[src/rtl/tdc_therm_decoder_if.sv]
// rtl/tdc_therm_decoder_if.sv - sample-in / code-out bundle of the TDC thermometer decoder
interface tdc_therm_decoder_if #(
    parameter int TAP_W = 90,
    parameter int OUT_W = $clog2(TAP_W + 1)
) ();
    logic             in_valid;
    logic [TAP_W-1:0] Q;
    logic             out_valid;
    logic [OUT_W-1:0] code;
    logic             bubble;
    logic             full;
    logic             empty;

    modport master (
        output in_valid, Q,
        input  out_valid, code, bubble, full, empty
    );

    modport slave (
        input  in_valid, Q,
        output out_valid, code, bubble, full, empty
    );
endinterface

[src/rtl/tdc_therm_decoder.sv]
// rtl/tdc_therm_decoder.sv - pipelined thermometer-to-binary decoder for the TDC delay-line word
module tdc_therm_decoder #(
    parameter int TAP_W = 90,
    parameter int GROUP = 6,
    parameter int MODE  = 0,
    parameter int ERR_W = 16
) (
    input  logic             clk,
    input  logic             rst_n,
    input  logic             err_clr,
    output logic [ERR_W-1:0] err_cnt,
    tdc_therm_decoder_if.slave bus
);
    localparam int NG    = (TAP_W + GROUP - 1) / GROUP;
    localparam int LV    = (NG > 1) ? $clog2(NG) : 0;
    localparam int OUT_W = $clog2(TAP_W + 1);
    localparam int LAT   = 2 + LV;
    // side word carried next to the tree: {edge index, bubble, full, empty}
    localparam int SW    = OUT_W + 3;

    // number of partial sums present at tree level l (level 0 = group counts)
    function automatic int nlev(input int l);
        int n;
        n = NG;
        for (int i = 0; i < l; i++) n = (n + 1) / 2;
        return n;
    endfunction

    // bit offset of tree level l inside the flat tree vector
    function automatic int offs(input int l);
        int o;
        o = 0;
        for (int i = 0; i < l; i++) o = o + nlev(i) * OUT_W;
        return o;
    endfunction

    localparam int TREE_W = offs(LV + 1);

    logic [TAP_W-1:0]    q_r;
    logic [LAT-1:0]      vld;
    logic [NG*GROUP-1:0] q_pad;
    logic [NG*OUT_W-1:0] grp_cnt;
    logic [OUT_W-1:0]    edge_idx;
    logic                bub_c;
    logic                full_c;
    logic                empty_c;
    logic [TREE_W-1:0]   tree;
    logic [SW-1:0]       side [LV+1];

    // stage 0: capture the tap word only when a sample is offered
    always_ff @(posedge clk or negedge rst_n) begin
        if (!rst_n) begin
            q_r <= '0;
        end else if (bus.in_valid) begin
            q_r <= bus.Q;
        end
    end

    // valid shift register; reset discards every in-flight sample
    always_ff @(posedge clk or negedge rst_n) begin
        if (!rst_n) begin
            vld <= '0;
        end else begin
            vld <= {vld[LAT-2:0], bus.in_valid};
        end
    end

    // stage 1 logic: group popcounts, highest-one edge index, bubble and extreme-code terms
    always_comb begin
        q_pad            = '0;
        q_pad[TAP_W-1:0] = q_r;
        grp_cnt          = '0;
        for (int g = 0; g < NG; g++) begin
            for (int b = 0; b < GROUP; b++) begin
                grp_cnt[g*OUT_W +: OUT_W] = grp_cnt[g*OUT_W +: OUT_W] + OUT_W'(q_pad[g*GROUP+b]);
            end
        end
        edge_idx = '0;
        for (int i = 0; i < TAP_W; i++) begin
            if (q_r[i]) edge_idx = OUT_W'(i + 1);
        end
        // a 0 directly below a 1 anywhere in the chain, group boundaries included
        bub_c   = |(~q_r[TAP_W-2:0] & q_r[TAP_W-1:1]);
        full_c  = &q_r;
        empty_c = ~|q_r;
    end

    // stage 1 register: group counts form tree level 0
    always_ff @(posedge clk or negedge rst_n) begin
        if (!rst_n) begin
            tree[0 +: NG*OUT_W] <= '0;
        end else if (vld[0]) begin
            tree[0 +: NG*OUT_W] <= grp_cnt;
        end
    end

    // stages 2..LAT: one pairwise adder level per stage
    for (genvar l = 0; l < LV; l++) begin : g_lvl
        localparam int NI = nlev(l);
        localparam int NO = nlev(l + 1);
        localparam int OI = offs(l);
        localparam int OO = offs(l + 1);

        // pair neighbours; an odd leftover operand is passed through registered
        always_ff @(posedge clk or negedge rst_n) begin
            if (!rst_n) begin
                tree[OO +: NO*OUT_W] <= '0;
            end else if (vld[l+1]) begin
                for (int j = 0; j < NO; j++) begin
                    if (2*j + 1 < NI) begin
                        tree[OO + j*OUT_W +: OUT_W] <= tree[OI + 2*j*OUT_W +: OUT_W]
                                                     + tree[OI + (2*j+1)*OUT_W +: OUT_W];
                    end else begin
                        tree[OO + j*OUT_W +: OUT_W] <= tree[OI + 2*j*OUT_W +: OUT_W];
                    end
                end
            end
        end
    end

    // edge index and flags delayed stage by stage to stay aligned with the tree
    always_ff @(posedge clk or negedge rst_n) begin
        if (!rst_n) begin
            for (int l = 0; l <= LV; l++) side[l] <= '0;
        end else begin
            if (vld[0]) side[0] <= {edge_idx, bub_c, full_c, empty_c};
            for (int l = 0; l < LV; l++) begin
                if (vld[l+1]) side[l+1] <= side[l];
            end
        end
    end

    // outputs come straight from the last stage, so they hold while out_valid is low
    assign bus.out_valid = vld[LAT-1];
    assign bus.code      = (MODE == 1) ? side[LV][SW-1:3] : tree[offs(LV) +: OUT_W];
    assign bus.bubble    = side[LV][2];
    assign bus.full      = side[LV][1];
    assign bus.empty     = side[LV][0];

    // saturating bubble counter; a clear still counts a coincident bubble output
    always_ff @(posedge clk or negedge rst_n) begin
        if (!rst_n) begin
            err_cnt <= '0;
        end else if (err_clr) begin
            err_cnt <= (bus.out_valid && bus.bubble) ? ERR_W'(1) : '0;
        end else if (bus.out_valid && bus.bubble && (err_cnt != '1)) begin
            err_cnt <= err_cnt + ERR_W'(1);
        end
    end
endmodule

[src/flat_wrapper.sv]
// flat-port wrapper written by rule: the top's interface ports become plain ports
module tdc_therm_decoder_flat 
#(
    parameter int TAP_W = 90,
    parameter int GROUP = 6,
    parameter int MODE  = 0,
    parameter int ERR_W = 16
)
  (clk, rst_n, err_clr, err_cnt, bus_in_valid, bus_Q, bus_out_valid, bus_code, bus_bubble, bus_full, bus_empty);
  tdc_therm_decoder_if #(.TAP_W(TAP_W)) bus_i ();
  input  logic clk;
  input  logic rst_n;
  input  logic err_clr;
  output logic [ERR_W-1:0] err_cnt;
  input wire logic [$bits(bus_i.in_valid)-1:0] bus_in_valid;
  input wire logic [$bits(bus_i.Q)-1:0] bus_Q;
  output wire logic [$bits(bus_i.out_valid)-1:0] bus_out_valid;
  output wire logic [$bits(bus_i.code)-1:0] bus_code;
  output wire logic [$bits(bus_i.bubble)-1:0] bus_bubble;
  output wire logic [$bits(bus_i.full)-1:0] bus_full;
  output wire logic [$bits(bus_i.empty)-1:0] bus_empty;
  assign bus_i.in_valid = bus_in_valid;
  assign bus_i.Q = bus_Q;
  assign bus_out_valid = bus_i.out_valid;
  assign bus_code = bus_i.code;
  assign bus_bubble = bus_i.bubble;
  assign bus_full = bus_i.full;
  assign bus_empty = bus_i.empty;
  tdc_therm_decoder #(.TAP_W(TAP_W), .GROUP(GROUP), .MODE(MODE), .ERR_W(ERR_W)) u_core (.clk(clk), .rst_n(rst_n), .err_clr(err_clr), .err_cnt(err_cnt), .bus(bus_i));
endmodule
[config.mk]
export PLATFORM = sky130hd
export DESIGN_NAME = tdc_therm_decoder_flat
export DESIGN_NICKNAME = d
export VERILOG_FILES = /design/src/rtl/tdc_therm_decoder_if.sv /design/src/rtl/tdc_therm_decoder.sv /design/src/flat_wrapper.sv
export SDC_FILE = /design/constraint.sdc
export NUM_CORES = 1
export LEC_CHECK = 0
export ABC_AREA = 0
export ABC_CLOCK_PERIOD_IN_PS = 3000
export BUFFER_PORTS_ARGS = -buffer_cell sky130_fd_sc_hd__buf_2
export CAP_MARGIN = 10
export CORE_MARGIN = 2
export CORE_UTILIZATION = 35
export DETAILED_ROUTE_END_ITERATION = 8
export SLEW_MARGIN = 25
export SYNTH_ARGS = -nofsm -noshare
export SYNTH_HDL_FRONTEND = slang
export SYNTH_SLANG_ARGS = --single-unit
[constraint.sdc]
create_clock -name clk -period 3 [get_ports clk]
set_input_delay 0.45 -clock clk [delete_from_list [all_inputs] [get_ports clk]]
set_output_delay 0.45 -clock clk [all_outputs]
set_load 0.01 [all_outputs]
Word-level counts from Yosys, hierarchy flattened

Cells that the tools add are included.

Register bits after elaboration: 337
Bits in latches: 0
RAM bits: 0
Bits in read-only memories: 0
Input port bits: 94
Output and inout bits: 27
Logic and storage cells: 116
Memories kept: 0

$add $sub $neg: 90
Multipliers: 0
Divide/modulo/power cells: 0
$lt $le $gt $ge: 0
Equal/unequal tests: 1
Shift-type cells: 0
Multiplexer cells: 3
Bitwise logic cells: 2
Reduce and logical (&&, ||, !) cells: 7

Operator list:

| kind                                          | count |
|---|---|
| adder 7 x 1 -> 7 bit                          | 60 |
| adder 7 bit                                   | 14 |
| AND reduction 90 bit                          | 1 |
| OR reduction 90 bit                           | 1 |
| AND 89 bit                                    | 1 |
| NOT 89 bit                                    | 1 |
| OR reduction 89 bit                           | 1 |
| two-way mux 16 bit                            | 2 |
| adder 1 x 1 -> 2 bit                          | 15 |
| adder 16 x 1 -> 16 bit, second input constant | 1 |
| != test 16 bit, second input constant         | 1 |
| logical AND 1 bit                             | 2 |
| nonzero test 2 bit                            | 1 |
| zero test 1 bit                               | 1 |
| two-way mux 1 bit                             | 1 |

Depth between registers and ports, before layout

Depth in word-level cells: 5
Mapped depth: 9
Gate-level depth less buffers: 9

Least setup slack after synthesis

OpenSTA, ideal clock, no wires.

Path kind: register -> register
From: register u_core.q_r[1], in the netlist u_core.q_pad[1]
To: register u_core.tree[1]
Setup time: 128 ps
Arrival time: 2286 ps
Required time: 2872 ps
Slack: 587 ps
Cell stages (with the launch flop): 9
Path buffers: 0
Period minus slack after synthesis: 2413 ps
Cells stage by stage: dfrtp_1 inv_1 ha_1 inv_1 fa_1 inv_1 fa_1 fa_1 mux2_1

Cells in the longest elaborated chain, start to end: 5

Ends and longest elaborated chain:

| element                           | line                    | source |
|---|---|---|
| start: declaration                | tdc_therm_decoder.sv:39 | `logic [TAP_W-1:0] q_r;` |
| start signal: assignment          | tdc_therm_decoder.sv:55 | `q_r <= bus.Q;` |
| adder 1 x 1 -> 2 bit              | tdc_therm_decoder.sv:75 | `grp_cnt[g*OUT_W +: OUT_W] = grp_cnt[g*OUT_W +: OUT_W] + OUT_W'(q_pad[g*GROUP+b]);` |
| adder 7 x 1 -> 7 bit (4 in a row) | tdc_therm_decoder.sv:75 |  |
| named net u_core.grp_cnt[1]       | tdc_therm_decoder.sv:42 | `logic [NG*OUT_W-1:0] grp_cnt;` |
| end signal: indexed assignment    | tdc_therm_decoder.sv:93 | `tree[0 +: NG*OUT_W] <= grp_cnt;` |
| end: declaration                  | tdc_therm_decoder.sv:47 | `logic [TREE_W-1:0] tree;` |

The timed path passes the listed nets, and every way through them passes these cells.
A chain may end at the register's enable or synchronous reset.

Worst setup path in the final report

Ends and elaborated chain as after synthesis.

==> impl_metrics.csv <==
group,metric,value,unit
run_status,outcome,"finished, final reports clean",
die,num_rows,71,
route,vias,8962,
pwr,power.total,12.7,mW
die,dieArea,39200,sq um
timing,finClkSkew,0.0332,ns
critical_path,cp-start-kind,"flop",
clock_network,cts_num_sinks,242,
timing,rsz0062_at_grt,"no",
logic_synthesis,yosysSeqAreaShare,0.460,
critical_path,cp.arrival,2.97,ns
finish,finish.utilization,0.411,
finish,num-fill-cells,3620,
clock_network,cts_buffers,28,
finish,synthToLayoutAreaGrowth,16.6,%
finish,multi_input_area,6230,sq um
clock_network,ctsLongestPathBuffers,3,
timing,timing_hold_violations_final,0,
logic_synthesis,ys_seq_elements,242,
clock_network,worstSkewPairLatency,0.55,ns
logic_synthesis,netlist_area,13200,sq um
timing,min_period,2.54,ns
grt,grt_pass1_wl,52500,microns
grt,antenna_found_initial,0,
worst_hold_path,holdPathStages,3,
logic_synthesis,synth-edff-count,0,
finish,finalNetCount,1582,
timing,drv_slew,0,
critical_path,cp_max_fo,4,
finish,final_cell_mix,"dfrtp_1 (241), inv_1 (181), buf_2 (118), nand2_1 (100), ha_1 (83)",
clock_network,clkTransAtPathRegs,0.06,ns
critical_path,critPathRequiredTime,3.44,ns
route,drtIter0Drc,491,
clock_network,cts_setup_buffers,0,
grt,grt_pass1_vias,9322,
grt,grt_max_degree,88,
logic_synthesis,synth_area_per_cell,10.7,sq um
die,fp.dieH,198,microns
critical_path,path_class,"flop to flop",
die,die_w,198,microns
finish,drive_above_1_share,0.168,
clock_network,h-tree-depth,1,
logic_synthesis,yosys-top-cells-area,"dfrtp_1 (46%), fa_1 (9.0%), ha_1 (7.9%)",
grt,grt_usage,0.171,
finish,layout_commonest_cell,"dfrtp_1",
pwr,ir_worst_vdd,0.493,mV
logic_synthesis,syn-num-nets,1463,
die,ios,121,
route,drc,0,
logic_synthesis,synthArstFlopShare,1.00,
worst_hold_path,hold_path.class,"primary input to flop",
logic_synthesis,yosys_warnings,0,
die,core,37400,sq um
pwr,p_per_area,829,nW/um^2
logic_synthesis,yosys.area_share.simple,0.0971,
clock_network,cts_tree,"done",
logic_synthesis,synthDistinctLibCells,45,
route,drtAntennaViolNets,0,
placement,hpwl,25000,microns
critical_path,end_kind,"flop",
finish,n_antenna_cell,0,
route,viasPerCell,4.77,
route,wl_per_cell,17.3,microns
timing,slew_headroom,0.482,
logic_synthesis,yosysTopAreaCell,"dfrtp_1",
logic_synthesis,synth_top_family_by_area,"adder cells",
timing,max_freq,394,MHz
critical_path,rrSetupSlack,0.46,ns
job,drv_cap,0,
timing,fin_setup_tns,0,ns
timing,layout_worst_path_cycle_share,0.846,
timing,worst_pin_slew,0.777,ns
placement,place.gp.congestion,0.929,
clock_network,cts_root_buffer,"clkbuf_16",
route,drt_wl_total,32500,microns
logic_synthesis,synthXorXnorAreaFrac,0.0246,
grt,grt_remaining_overflow,0,
die,initial_core_util,0.352,
logic_synthesis,synth.top_cell.area_share,0.460,
logic_synthesis,syn_inst,1227,
route,dr.pass1.iters,5,
pwr,leakage,7.26,nW
placement,numPortBuffers,120,
finish,regArea,6060,sq um
logic_synthesis,synth_compound_area_frac,0.0812,
logic_synthesis,synth_adder_area_share,0.169,
timing,setup_viol,0,
critical_path,r2r_cells,8,
logic_synthesis,synthMuxAreaShare,0.102,
logic_synthesis,synth_ff_type,"dfrtp_1",
final timing paths:
check / from / endpoint
max in group asynchronous: rst_n / u_core.err_cnt[4]
worst min register to register: u_core.bus.full / u_core.bus.full
worst max register to register: u_core.q_pad[1] / u_core.tree[1]
min in group asynchronous: rst_n / u_core.tree[79]
worst max-delay path: u_core.q_pad[1] / u_core.tree[1]
worst min-delay path: bus_Q[54] / u_core.q_pad[54]
power by group:
part / internal [mW] / total, mW / switching, mW
clock network: 2.17 / 3.58 / 1.40
logic: 2.16 / 4.28 / 2.12
registers: 4.14 / 4.87 / 0.730
Yosys cell counts, drive strengths merged, types with 3 or more instances:
cell and n:
and4 3, nor4 25, dfrtp 242, nand4b 3, a21oi 65, xnor2 36
inv 182, nand2 100, clkbuf 25, nor4b 5, ha 83, nor2 63
a21o 20, o21ai 97, or4 4, nor2b 4, nand4 36, fa 59
mux2i 29, nor3 8, nand3 4, mux2 93, buf 20
cell type report:
type / instances / share of cell area
Tap cell: 511 / 0.0416
Clock inverter: 13 / 0.0101
Timing Repair Buffer: 134 / 0.0502
Clock buffer: 39 / 0.0536
Sequential cell: 242 / 0.394
Inverter: 182 / 0.0445
Multi-Input combinational cell: 758 / 0.406
repair_timing:
item / 4_1_cts / 5_1_grt
hold buffers: 1 / 0
resized for setup: 0 / 0
hold endpoints to repair: 77 / 0
worst max-delay path, cell delays in order (launching register included):
cell and delay (ns):
dfrtp_1 0.39, inv_1 0.08, ha_1 0.27, inv_1 0.05, fa_1 0.47, inv_1 0.05
fa_1 0.38, fa_1 0.44, mux2_1 0.29
sequential cells by signal, summed over array words and instances (netlist names):
| register | cells |
|---|---|
| u_core.bus.bubble | 1 |
| u_core.vld | 6 |
| u_core.bus.full | 1 |
| u_core.err_cnt | 16 |
| u_core.q_pad | 90 |
| u_core.side | 12 |
| u_core.bus.empty | 1 |
| u_core.bus.code | 7 |
| u_core.tree | 108 |
logic make-up after synthesis:
logic type,count (synthesis)
compound gates,195
xor+xnor,37
fa+ha+maj,142
buf+inv,227
flops,242
mux,122
simple gates,262
metal layers:
layer  GRT usage  up-vias  share of wire
met5           0        -              0
met2       0.288      191           0.47
met3      0.0225       53          0.039
met1       0.233     4377           0.46
met4      0.0451        0          0.027
li1            -     4341              -
through the flow:
stage	std cells	hold slack, ns	instance area [sq um]	setup slack [ns]
6_report	1879	0.108	15400	0.462
5_1_grt	1879	0.0972	15400	0.367
4_1_cts	1879	0.0783	15400	0.459
3_5_place_dp	1826	0.477	14400	0.478
3_3_place_gp	1826	0.468	14400	0.533
2_1_floorplan	1227	0.154	13200	0.587
Power figures use the tool's default switching activity.
